File: src/rtl/md_seq.sv
// md_seq - multi-cycle sequencer for the RV32IM M-extension.
//
// Accepts one MUL/MULH/MULHSU/MULHU/DIV/DIVU/REM/REMU request, iterates a
// shared 33-bit add/subtract datapath once per operand bit, and returns the
// XLEN-bit result with a one-cycle done pulse. Divide-by-zero and signed
// overflow finish on a single-cycle fast path without raising busy.
//
// Ports:
//   clk     in   clock, rising edge
//   rst     in   asynchronous active-low reset
//   start   in   request strobe, accepted only when idle and not flushing
//   funct3  in   operation select (000 MUL .. 111 REMU), sampled with start
//   op_a    in   rs1 value (multiplicand / dividend), sampled with start
//   op_b    in   rs2 value (multiplier / divisor), sampled with start
//   flush   in   abort; returns to idle with no done pulse
//   busy    out  high in CALC and FIX (pure state decode)
//   done    out  registered one-cycle completion pulse
//   result  out  registered result, held until the next done
module md_seq #(
    parameter int unsigned XLEN = 32
) (
    input  logic            clk,
    input  logic            rst,
    input  logic            start,
    input  logic [2:0]      funct3,
    input  logic [XLEN-1:0] op_a,
    input  logic [XLEN-1:0] op_b,
    input  logic            flush,
    output logic            busy,
    output logic            done,
    output logic [XLEN-1:0] result
);

    typedef enum logic [1:0] {
        S_IDLE = 2'd0,
        S_CALC = 2'd1,
        S_FIX  = 2'd2
    } state_e;

    localparam logic [4:0] LAST_CNT = 5'(XLEN - 1);

    // ------------------------------------------------------------------
    // State
    // ------------------------------------------------------------------
    state_e            state_q,  state_d;
    logic [4:0]        cnt_q,    cnt_d;
    logic [2:0]        f3_q,     f3_d;
    logic              neg_q,    neg_d;
    // opnd_q: multiplicand (multiply) or divisor (divide) magnitude.
    // hi_q/lo_q: product high/low halves, or remainder/dividend-quotient.
    logic [XLEN-1:0]   opnd_q,   opnd_d;
    logic [XLEN-1:0]   hi_q,     hi_d;
    logic [XLEN-1:0]   lo_q,     lo_d;
    logic              done_q,   done_d;
    logic [XLEN-1:0]   result_q, result_d;

    // ------------------------------------------------------------------
    // Request decode (operates on the raw inputs in IDLE)
    // ------------------------------------------------------------------
    logic            in_is_div;
    logic            in_a_signed;
    logic            in_b_signed;
    logic            in_sign_a;
    logic            in_sign_b;
    logic [XLEN-1:0] in_mag_a;
    logic [XLEN-1:0] in_mag_b;
    logic            in_div_zero;
    logic            in_overflow;
    logic            in_fast;
    logic [XLEN-1:0] in_fast_val;
    logic            in_neg;

    always_comb begin
        in_is_div   = funct3[2];
        // Signed rs2: MULH, DIV, REM. Signed rs1: those plus MULHSU.
        in_b_signed = (funct3 == 3'b001) || (funct3[2] && !funct3[0]);
        in_a_signed = in_b_signed || (funct3 == 3'b010);
        in_sign_a   = in_a_signed && op_a[XLEN-1];
        in_sign_b   = in_b_signed && op_b[XLEN-1];
        in_mag_a    = in_sign_a ? (~op_a + 1'b1) : op_a;
        in_mag_b    = in_sign_b ? (~op_b + 1'b1) : op_b;

        in_div_zero = in_is_div && (op_b == '0);
        in_overflow = in_is_div && !funct3[0]
                      && (op_a == {1'b1, {(XLEN-1){1'b0}}})
                      && (op_b == '1);
        in_fast     = in_div_zero || in_overflow;

        // funct3[1] separates remainder from quotient.
        if (in_div_zero) begin
            in_fast_val = funct3[1] ? op_a : '1;
        end else begin
            in_fast_val = funct3[1] ? '0 : op_a;
        end

        // Remainder takes the dividend sign; products and quotients the XOR.
        in_neg = (in_is_div && funct3[1]) ? in_sign_a : (in_sign_a ^ in_sign_b);
    end

    // ------------------------------------------------------------------
    // Shared 33-bit add/subtract iteration step
    // ------------------------------------------------------------------
    logic              is_div_q;
    logic [XLEN:0]     add_x;
    logic [XLEN:0]     add_y;
    logic [XLEN+1:0]   add_sum;
    logic              no_borrow;
    logic [XLEN-1:0]   hi_step;
    logic [XLEN-1:0]   lo_step;

    always_comb begin
        is_div_q = f3_q[2];
        if (is_div_q) begin
            // Shift the next dividend bit into the partial remainder and
            // trial-subtract the divisor (x + ~y + 1).
            add_x = {hi_q, lo_q[XLEN-1]};
            add_y = ~{1'b0, opnd_q};
        end else begin
            add_x = {1'b0, hi_q};
            add_y = lo_q[0] ? {1'b0, opnd_q} : '0;
        end
        add_sum   = {1'b0, add_x} + {1'b0, add_y} + (XLEN+2)'(is_div_q);
        no_borrow = add_sum[XLEN+1];

        if (is_div_q) begin
            hi_step = no_borrow ? add_sum[XLEN-1:0] : add_x[XLEN-1:0];
            lo_step = {lo_q[XLEN-2:0], no_borrow};
        end else begin
            // Shift {carry, sum, multiplier} right by one; the consumed
            // multiplier bit drops off the bottom of lo.
            hi_step = add_sum[XLEN:1];
            lo_step = {add_sum[0], lo_q[XLEN-1:1]};
        end
    end

    // ------------------------------------------------------------------
    // Final sign fix-up and half select
    // ------------------------------------------------------------------
    logic [2*XLEN-1:0] prod_mag;
    logic [2*XLEN-1:0] prod_signed;
    logic [XLEN-1:0]   div_mag;
    logic [XLEN-1:0]   div_signed;
    logic [XLEN-1:0]   fix_val;

    always_comb begin
        prod_mag    = {hi_q, lo_q};
        prod_signed = neg_q ? (~prod_mag + 1'b1) : prod_mag;
        div_mag     = f3_q[1] ? hi_q : lo_q;
        div_signed  = neg_q ? (~div_mag + 1'b1) : div_mag;

        if (is_div_q) begin
            fix_val = div_signed;
        end else if (f3_q[1:0] == 2'b00) begin
            fix_val = prod_signed[XLEN-1:0];
        end else begin
            fix_val = prod_signed[2*XLEN-1:XLEN];
        end
    end

    // ------------------------------------------------------------------
    // Next-state logic
    // ------------------------------------------------------------------
    always_comb begin
        state_d  = state_q;
        cnt_d    = cnt_q;
        f3_d     = f3_q;
        neg_d    = neg_q;
        opnd_d   = opnd_q;
        hi_d     = hi_q;
        lo_d     = lo_q;
        done_d   = 1'b0;
        result_d = result_q;

        unique case (state_q)
            S_IDLE: begin
                if (start && !flush) begin
                    if (in_fast) begin
                        result_d = in_fast_val;
                        done_d   = 1'b1;
                    end else begin
                        f3_d    = funct3;
                        neg_d   = in_neg;
                        opnd_d  = in_is_div ? in_mag_b : in_mag_a;
                        lo_d    = in_is_div ? in_mag_a : in_mag_b;
                        hi_d    = '0;
                        cnt_d   = '0;
                        state_d = S_CALC;
                    end
                end
            end
            S_CALC: begin
                hi_d  = hi_step;
                lo_d  = lo_step;
                cnt_d = cnt_q + 5'd1;
                if (cnt_q == LAST_CNT) begin
                    state_d = S_FIX;
                end
            end
            S_FIX: begin
                result_d = fix_val;
                done_d   = 1'b1;
                state_d  = S_IDLE;
            end
            default: begin
                state_d = S_IDLE;
            end
        endcase

        // Abort overrides everything: back to idle, no pulse, result kept.
        if (flush) begin
            state_d  = S_IDLE;
            cnt_d    = cnt_q;
            f3_d     = f3_q;
            neg_d    = neg_q;
            opnd_d   = opnd_q;
            hi_d     = hi_q;
            lo_d     = lo_q;
            done_d   = 1'b0;
            result_d = result_q;
        end
    end

    // ------------------------------------------------------------------
    // Registers
    // ------------------------------------------------------------------
    always_ff @(posedge clk or negedge rst) begin
        if (!rst) begin
            state_q  <= S_IDLE;
            cnt_q    <= '0;
            f3_q     <= '0;
            neg_q    <= 1'b0;
            opnd_q   <= '0;
            hi_q     <= '0;
            lo_q     <= '0;
            done_q   <= 1'b0;
            result_q <= '0;
        end else begin
            state_q  <= state_d;
            cnt_q    <= cnt_d;
            f3_q     <= f3_d;
            neg_q    <= neg_d;
            opnd_q   <= opnd_d;
            hi_q     <= hi_d;
            lo_q     <= lo_d;
            done_q   <= done_d;
            result_q <= result_d;
        end
    end

    assign busy   = (state_q != S_IDLE);
    assign done   = done_q;
    assign result = result_q;

endmodule

File: config.mk
export PLATFORM = sky130hd
export DESIGN_NAME = md_seq
export DESIGN_NICKNAME = d
export VERILOG_FILES = /design/src/rtl/md_seq.sv
export SDC_FILE = /design/constraint.sdc
export NUM_CORES = 1
export LEC_CHECK = 0
export CAP_MARGIN = 20
export CORE_MARGIN = 5
export CORE_UTILIZATION = 56
export DETAILED_ROUTE_END_ITERATION = 16
export PLACE_DENSITY_LB_ADDON = 0.1
export SYNTH_ARGS = -nofsm -noshare
export SYNTH_HDL_FRONTEND = slang
export SYNTH_SLANG_ARGS = --single-unit
export TNS_END_PERCENT = 50
File: constraint.sdc
create_clock -name clk -period 4.35 [get_ports clk]
set_clock_uncertainty 0.2 [all_clocks]
set_input_delay 0.87 -clock clk [delete_from_list [all_inputs] [get_ports clk]]
set_output_delay 0.87 -clock clk [all_outputs]
set_load 0.05 [all_outputs]
==> out/results.tsv, run 1 <==
stage	metric	value	unit
clocking	cts_buffers	17	
logic_synthesis	synth_compound_area_frac	0.268	
logic_synthesis	synth-adder-area-share	0.0528	
logic_synthesis	netlist_instances	2031	
global_route	grt_pass1_vias	15124	
logic_synthesis	muxShareOfSynthArea	0.0813	
clocking	clkSlewWorstSetupHoldPaths	0.08	ns
logic_synthesis	synth-simple-area-share	0.214	
logic_synthesis	synth-warning-count	0	
global_route	antenna_found_initial	1	
floorplan	die_x	174	um
timing	period_needed	4.09	ns
final_layout	final_cell_mix	nand2_1, o21ai_0, nor2_1	
final_layout	area_growth	14.9	%
routing	vias_per_cell	6.78	
logic_synthesis	synth-seq-area-share	0.232	
power	leakagePower	7.01	nW
placed_design	place.gp.congestion	1.03	
clocking	cts_sinks	140	
routing	finalWirelength	58900	um
clocking	post_cts_buffers	0	
run_status	status	finished clean	
routing	postRouteAntennaNets	0	
critical_path	crit_path_max_fanout	33	
routing	route.detailed.drc	0	
placed_design	port_buffers	104	
global_route	grt_pass1_wl	89900	um
routing	highest_layer	met4	
final_layout	final_common_cell	nand2_1	
timing	holdWs	0.258	ns
clocking	cts_root_buf	clkbuf_16	
timing	setup_tns	0	ns
timing	hold_viol	0	
logic_synthesis	synth_top_family_by_area	compound AO/OA/AOI/OAI gates	
power	powerDensity	621	nW/um^2
floorplan	start_util	0.565	
final_layout	drive_gt1_frac	0.112	
logic_synthesis	ys_async_sr_fraction	1.00	
clocking	clk_latency	0.44	ns
timing	fin_crit_sh	0.940	
final_layout	final_nets	2177	
timing	relSlewSlack	0.275	
timing	tightest_slew	1.09	ns
clocking	h-tree-depth	4	
hold_path	hp-class	primary input to async pin	
critical_path	cp.arrival	4.21	ns
critical_path	crit_required	4.47	ns
logic_synthesis	synth_flop_cell	dfrtp_1	
logic_synthesis	synth-edff-count	0	
logic_synthesis	synth_cell_types	84	
logic_synthesis	synth_xor_xnor_area_share	0.0957	
clocking	cts_tree	done	
logic_synthesis	syn_area_per_cell	7.44	um^2
timing	drv_slew	0	
floorplan	ioPinCount	105	
global_route	grt_max_degree	86	
floorplan	die_y	174	um
critical_path	start_kind	register	
logic_synthesis	netlist_area	15100	um^2
global_route	grt-ovfl-total	0	
routing	m1WireLength	23400	um
floorplan	coreArea	26700	um^2
placed_design	dpl.hpwl	45500	um
timing	max_freq	245	MHz
timing	rsz0062_at_grt	no	
floorplan	die-area	30400	um^2
logic_synthesis	syn_nets	2143	
timing	setup_viol	0	
logic_synthesis	ys_ff_latch	140	
routing	wl_per_cell	24.3	um
global_route	grt_use_total	0.375	
routing	drt_iter0_markers	2156	
critical_path	end_kind	register	
routing	vias	16411	
routing	met2_length	25800	um
routing	wl_met3	6610	um
routing	drtPass1Iterations	6	
floorplan	rows	60	
critical_path	path_class	register to register	
power	vdd_drop_max	0.000337	V
flow_run	maxCapViolations	0	
clocking	cts.path.max_buffers	2	
==> area by class of cell <==
type	count	area [um^2]
fillers	2366	9370
clock buffers	17	425
diodes	1	2.50
clock inverters	15	186
well taps	341	427
flip-flops and latches	140	3510
multi-input cells	1674	10800
inverters	23	86.3
repair buffers	209	1890
==> power breakdown <==
part           switching, W  internal (W)
registers          0.000736       0.00166
clock network      0.000739      0.000783
logic               0.00421       0.00265
total               0.00569       0.00509
==> synth_stat cells (all sizes together) (12+ instances only) <==
library cell  instances  area share
a31oi                30       0.012
maj3                 27       0.018
and3                 12      0.0050
mux2                 45       0.034
nor2                194       0.048
o22ai                17      0.0070
nor4                 27       0.013
o22a                 14      0.0081
o31ai                45       0.023
a21o                 24       0.012
nor3                 55       0.019
nand4                21      0.0091
o211ai               12      0.0060
o21ai               219       0.073
or2                  15      0.0062
clkbuf              150       0.037
o221ai               30       0.017
xnor2                83       0.048
a21oi               112       0.037
or4                  15      0.0077
or3                  21      0.0090
o41ai                22       0.015
buf                  44       0.013
dfrtp               140        0.23
xor2                 82       0.048
mux2i                72       0.048
nand3                21      0.0070
a211oi               26       0.013
nand2               265       0.066
inv                  23      0.0057
ha                   39       0.032
==> kinds of logic after synthesis <==
family	Yosys count
mux	117
buf+inv	217
xor+xnor	165
flops	140
simple gates	696
compound gates	628
fa+ha+maj	68
==> critical path: stages (launching register included) <==
cell      delay (ns)
dfrtp_4         0.46
buf_4           0.35
buf_4           0.29
mux2_2          0.35
ha_1            0.38
a21oi_1         0.31
o211ai_1        0.14
a41o_1          0.33
nor3_1          0.28
o311ai_4        0.15
buf_12          0.22
o22a_1          0.20
a32o_1          0.26
==> state kept, by name (all words and copies together) (netlist names) <==
signal and cells:
cnt_q 5, done 1, f3_q 3, hi_q 32, lo_q 32, neg_q 1
opnd_q 32, result 32, state_q 2
==> layer usage <==
metal / track usage / vias to the layer above
met3: 0.0868 / 175
met1: 0.509 / 7725
li1: - / 7491
met2: 0.577 / 1020
met5: 0 / -
met4: 0.159 / 0
==> final timing paths <==
path / endpoint / slack (ns) / depth (start not counted) / start
min in group clk: result[3] / 0.28 / 2 / result[3]
max in group asynchronous: hi_q[9] / 2.93 / 2 / rst
min: result[28] / 0.26 / 1 / rst
max reg2reg: hi_q[24] / 0.26 / 12 / f3_q[2]
max: hi_q[24] / 0.26 / 12 / f3_q[2]
min reg2reg: result[3] / 0.28 / 2 / result[3]
==> metrics by stage <==
stage / worst slack, ns / total power (W) / utilization / instance area (um^2) / instances
global placement: 0.248 / 0.00894 / 0.626 / 16700 / 2387
floorplan: 0.00166 / 0.00685 / - / 15100 / 2031
global route: 0.0463 / 0.0114 / 0.649 / 17400 / 2419
CTS: 0.263 / 0.0106 / 0.649 / 17300 / 2419
detailed placement: 0.181 / 0.00901 / 0.626 / 16700 / 2387
finish: 0.262 / 0.0108 / 0.649 / 17400 / 2420
==> what timing repair did <==
item	CTS	global route
hold buffers	0	0
gates resized for setup	0	1
setup endpoints to repair	0	6
hold endpoints to repair	0	0
Note: power is estimated with default switching activity, not from simulation.
==> run 2: changes to the inputs <==
--- a/config.mk
+++ b/config.mk
@@ -9,7 +9,9 @@
 export CORE_MARGIN = 5
 export CORE_UTILIZATION = 56
 export DETAILED_ROUTE_END_ITERATION = 16
+export MAX_ROUTING_LAYER = met4
 export PLACE_DENSITY_LB_ADDON = 0.1
+export SLEW_MARGIN = 10
 export SYNTH_ARGS = -nofsm -noshare
 export SYNTH_HDL_FRONTEND = slang
 export SYNTH_SLANG_ARGS = --single-unit
==> out/results.tsv, run 2 (same netlist as run 1, synthesis figures left out) <==
stage	metric	value	unit
routing	vias	16545	
flow_run	maxCapViolations	0	
global_route	grt_pass1_wl	91400	um
critical_path	crit_required	4.52	ns
timing	fin_ws	0.282	ns
floorplan	start_util	0.565	
timing	tightest_slew	1.09	ns
clocking	hold_buffers	0	
power	powerDensity	627	nW/um^2
timing	drv_slew	0	
critical_path	crit_path_max_fanout	5	
final_layout	final_nets	2183	
routing	route.detailed.drc	0	
floorplan	die-area	30400	um^2
timing	setup_viol	0	
critical_path	start_kind	register	
global_route	grt-ovfl-total	0	
timing	setup_tns	0	ns
routing	met2_length	25700	um
critical_path	path_class	register to register	
timing	max_freq	246	MHz
hold_path	hp-class	primary input to async pin	
clocking	cts_tree	done	
final_layout	diodes	0	
floorplan	ioPinCount	105	
routing	postRouteAntennaNets	0	
power	leakagePower	7.05	nW
clocking	post_cts_buffers	0	
critical_path	slowest_stage	dfrtp_4	
final_layout	area_growth	15.4	%
power	vdd_drop_max	0.000301	V
clocking	cts.path.max_buffers	2	
routing	highest_layer	met4	
floorplan	rows	60	
placed_design	place_area	16800	um^2
placed_design	dpl.hpwl	45300	um
global_route	grt_pass1_vias	15224	
global_route	antenna_found_initial	0	
placed_design	place.gp.congestion	1.03	
final_layout	final_common_cell	nand2_1	
clocking	clk_latency	0.45	ns
routing	wl_met3	6570	um
clocking	cts_buffers	17	
routing	drtPass1Iterations	8	
routing	drt_iter0_markers	2970	
critical_path	end_kind	register	
timing	holdWs	0.198	ns
critical_path	path_buf_inv	0	
clocking	cts_sinks	140	
clocking	cts_resized	0	
run_status	status	finished clean	
routing	finalWirelength	59900	um
critical_path	setup.worst_path.start	f3_q[2]	
final_layout	postLayoutCellArea	17400	um^2
critical_path	cp.arrival	4.23	ns
timing	rsz0062_at_grt	no	
floorplan	coreArea	26700	um^2
global_route	grt_use_total	0.395	
final_layout	drive_gt1_frac	0.114	
routing	m1WireLength	24300	um
routing	wl_per_cell	24.7	um
critical_path	crit_chain	mux2_2 > fa_1 > fa_1 > a211o_1 > a211oi_2 > o221a_2 > o31ai_1 > a221oi_1 > xnor2_1 > o22ai_1 > o31ai_1	
critical_path	reg2reg_from	f3_q[2]	
clocking	h-tree-depth	4	
clocking	clkSlewWorstSetupHoldPaths	0.08	ns
final_layout	final_cell_mix	nand2_1, o21ai_0, nor2_1	
critical_path	critPathMaxStageDelay	0.46	ns
clocking	cts_root_buf	clkbuf_16	
final_layout	fin_util	0.652	
global_route	grt_max_degree	89	
timing	relSlewSlack	0.270	
timing	hold_viol	0	
placed_design	place_ws	0.168	ns
critical_path	crit_family	compound AO/OA/AOI/OAI gates	
routing	vias_per_cell	6.82	
floorplan	die_y	174	um
floorplan	die_x	174	um
placed_design	port_buffers	104	
timing	fin_crit_sh	0.935	
timing	period_needed	4.07	ns
## run 2: changes by cell type in the layout (fill, tap and decap cells not counted), sizes merged
cell / before / now
diode: 1 / 0
inv: 31 / 29
clkinv: 7 / 9
buf: 107 / 113
## run 2: final timing paths
path,endpoint,slack (ns),cells after the start
setup / recovery,hi_q[29],0.28,11
hold / removal,result[30],0.20,1
setup reg to reg,hi_q[29],0.28,11
hold reg to reg,result[23],0.28,2
max in group asynchronous,lo_q[29],2.92,2
min in group clk,result[23],0.28,2
## run 2: routing by layer
| metal | GRT usage | vias to the layer above |
|---|---|---|
| met5 | - | - |
| met2 | 0.578 | 1102 |
| met3 | 0.0681 | 195 |
| met4 | 0.180 | 0 |
| li1 | - | 7512 |
| met1 | 0.535 | 7736 |
## run 2: area by class of cell
class | instances | area, um^2
Multi-Input combinational cell | 1674 | 10800
Fill cell | 2345 | 9290
Sequential cell | 140 | 3510
Timing Repair Buffer | 215 | 1970
Tap cell | 341 | 427
Clock buffer | 17 | 425
Clock inverter | 15 | 194
Inverter | 23 | 86.3
## run 2: worst register-to-register path, cell delays in order (launching register included)
cell and delay [ns]:
dfrtp_4 0.46, mux2_2 0.38, fa_1 0.45, fa_1 0.44
a211o_1 0.35, a211oi_2 0.34, o221a_2 0.31, o31ai_1 0.15
a221oi_1 0.39, xnor2_1 0.20, o22ai_1 0.11, o31ai_1 0.21
## run 2: power breakdown
| part | switching (W) | leakage, nW | internal, W |
|---|---|---|---|
| Clock | 0.000785 | 0.299 | 0.000785 |
| Sequential | 0.000682 | 1.78 | 0.00166 |
| Combinational | 0.00429 | 4.98 | 0.00273 |
| Total | 0.00575 | 7.05 | 0.00517 |
## run 2: per-stage QoR
stage,total power [W],instances
finish,0.0109,2425
floorplan,0.00685,2031
CTS,0.0107,2425
global placement,0.00899,2393
detailed placement,0.00908,2393
global route,0.0115,2425
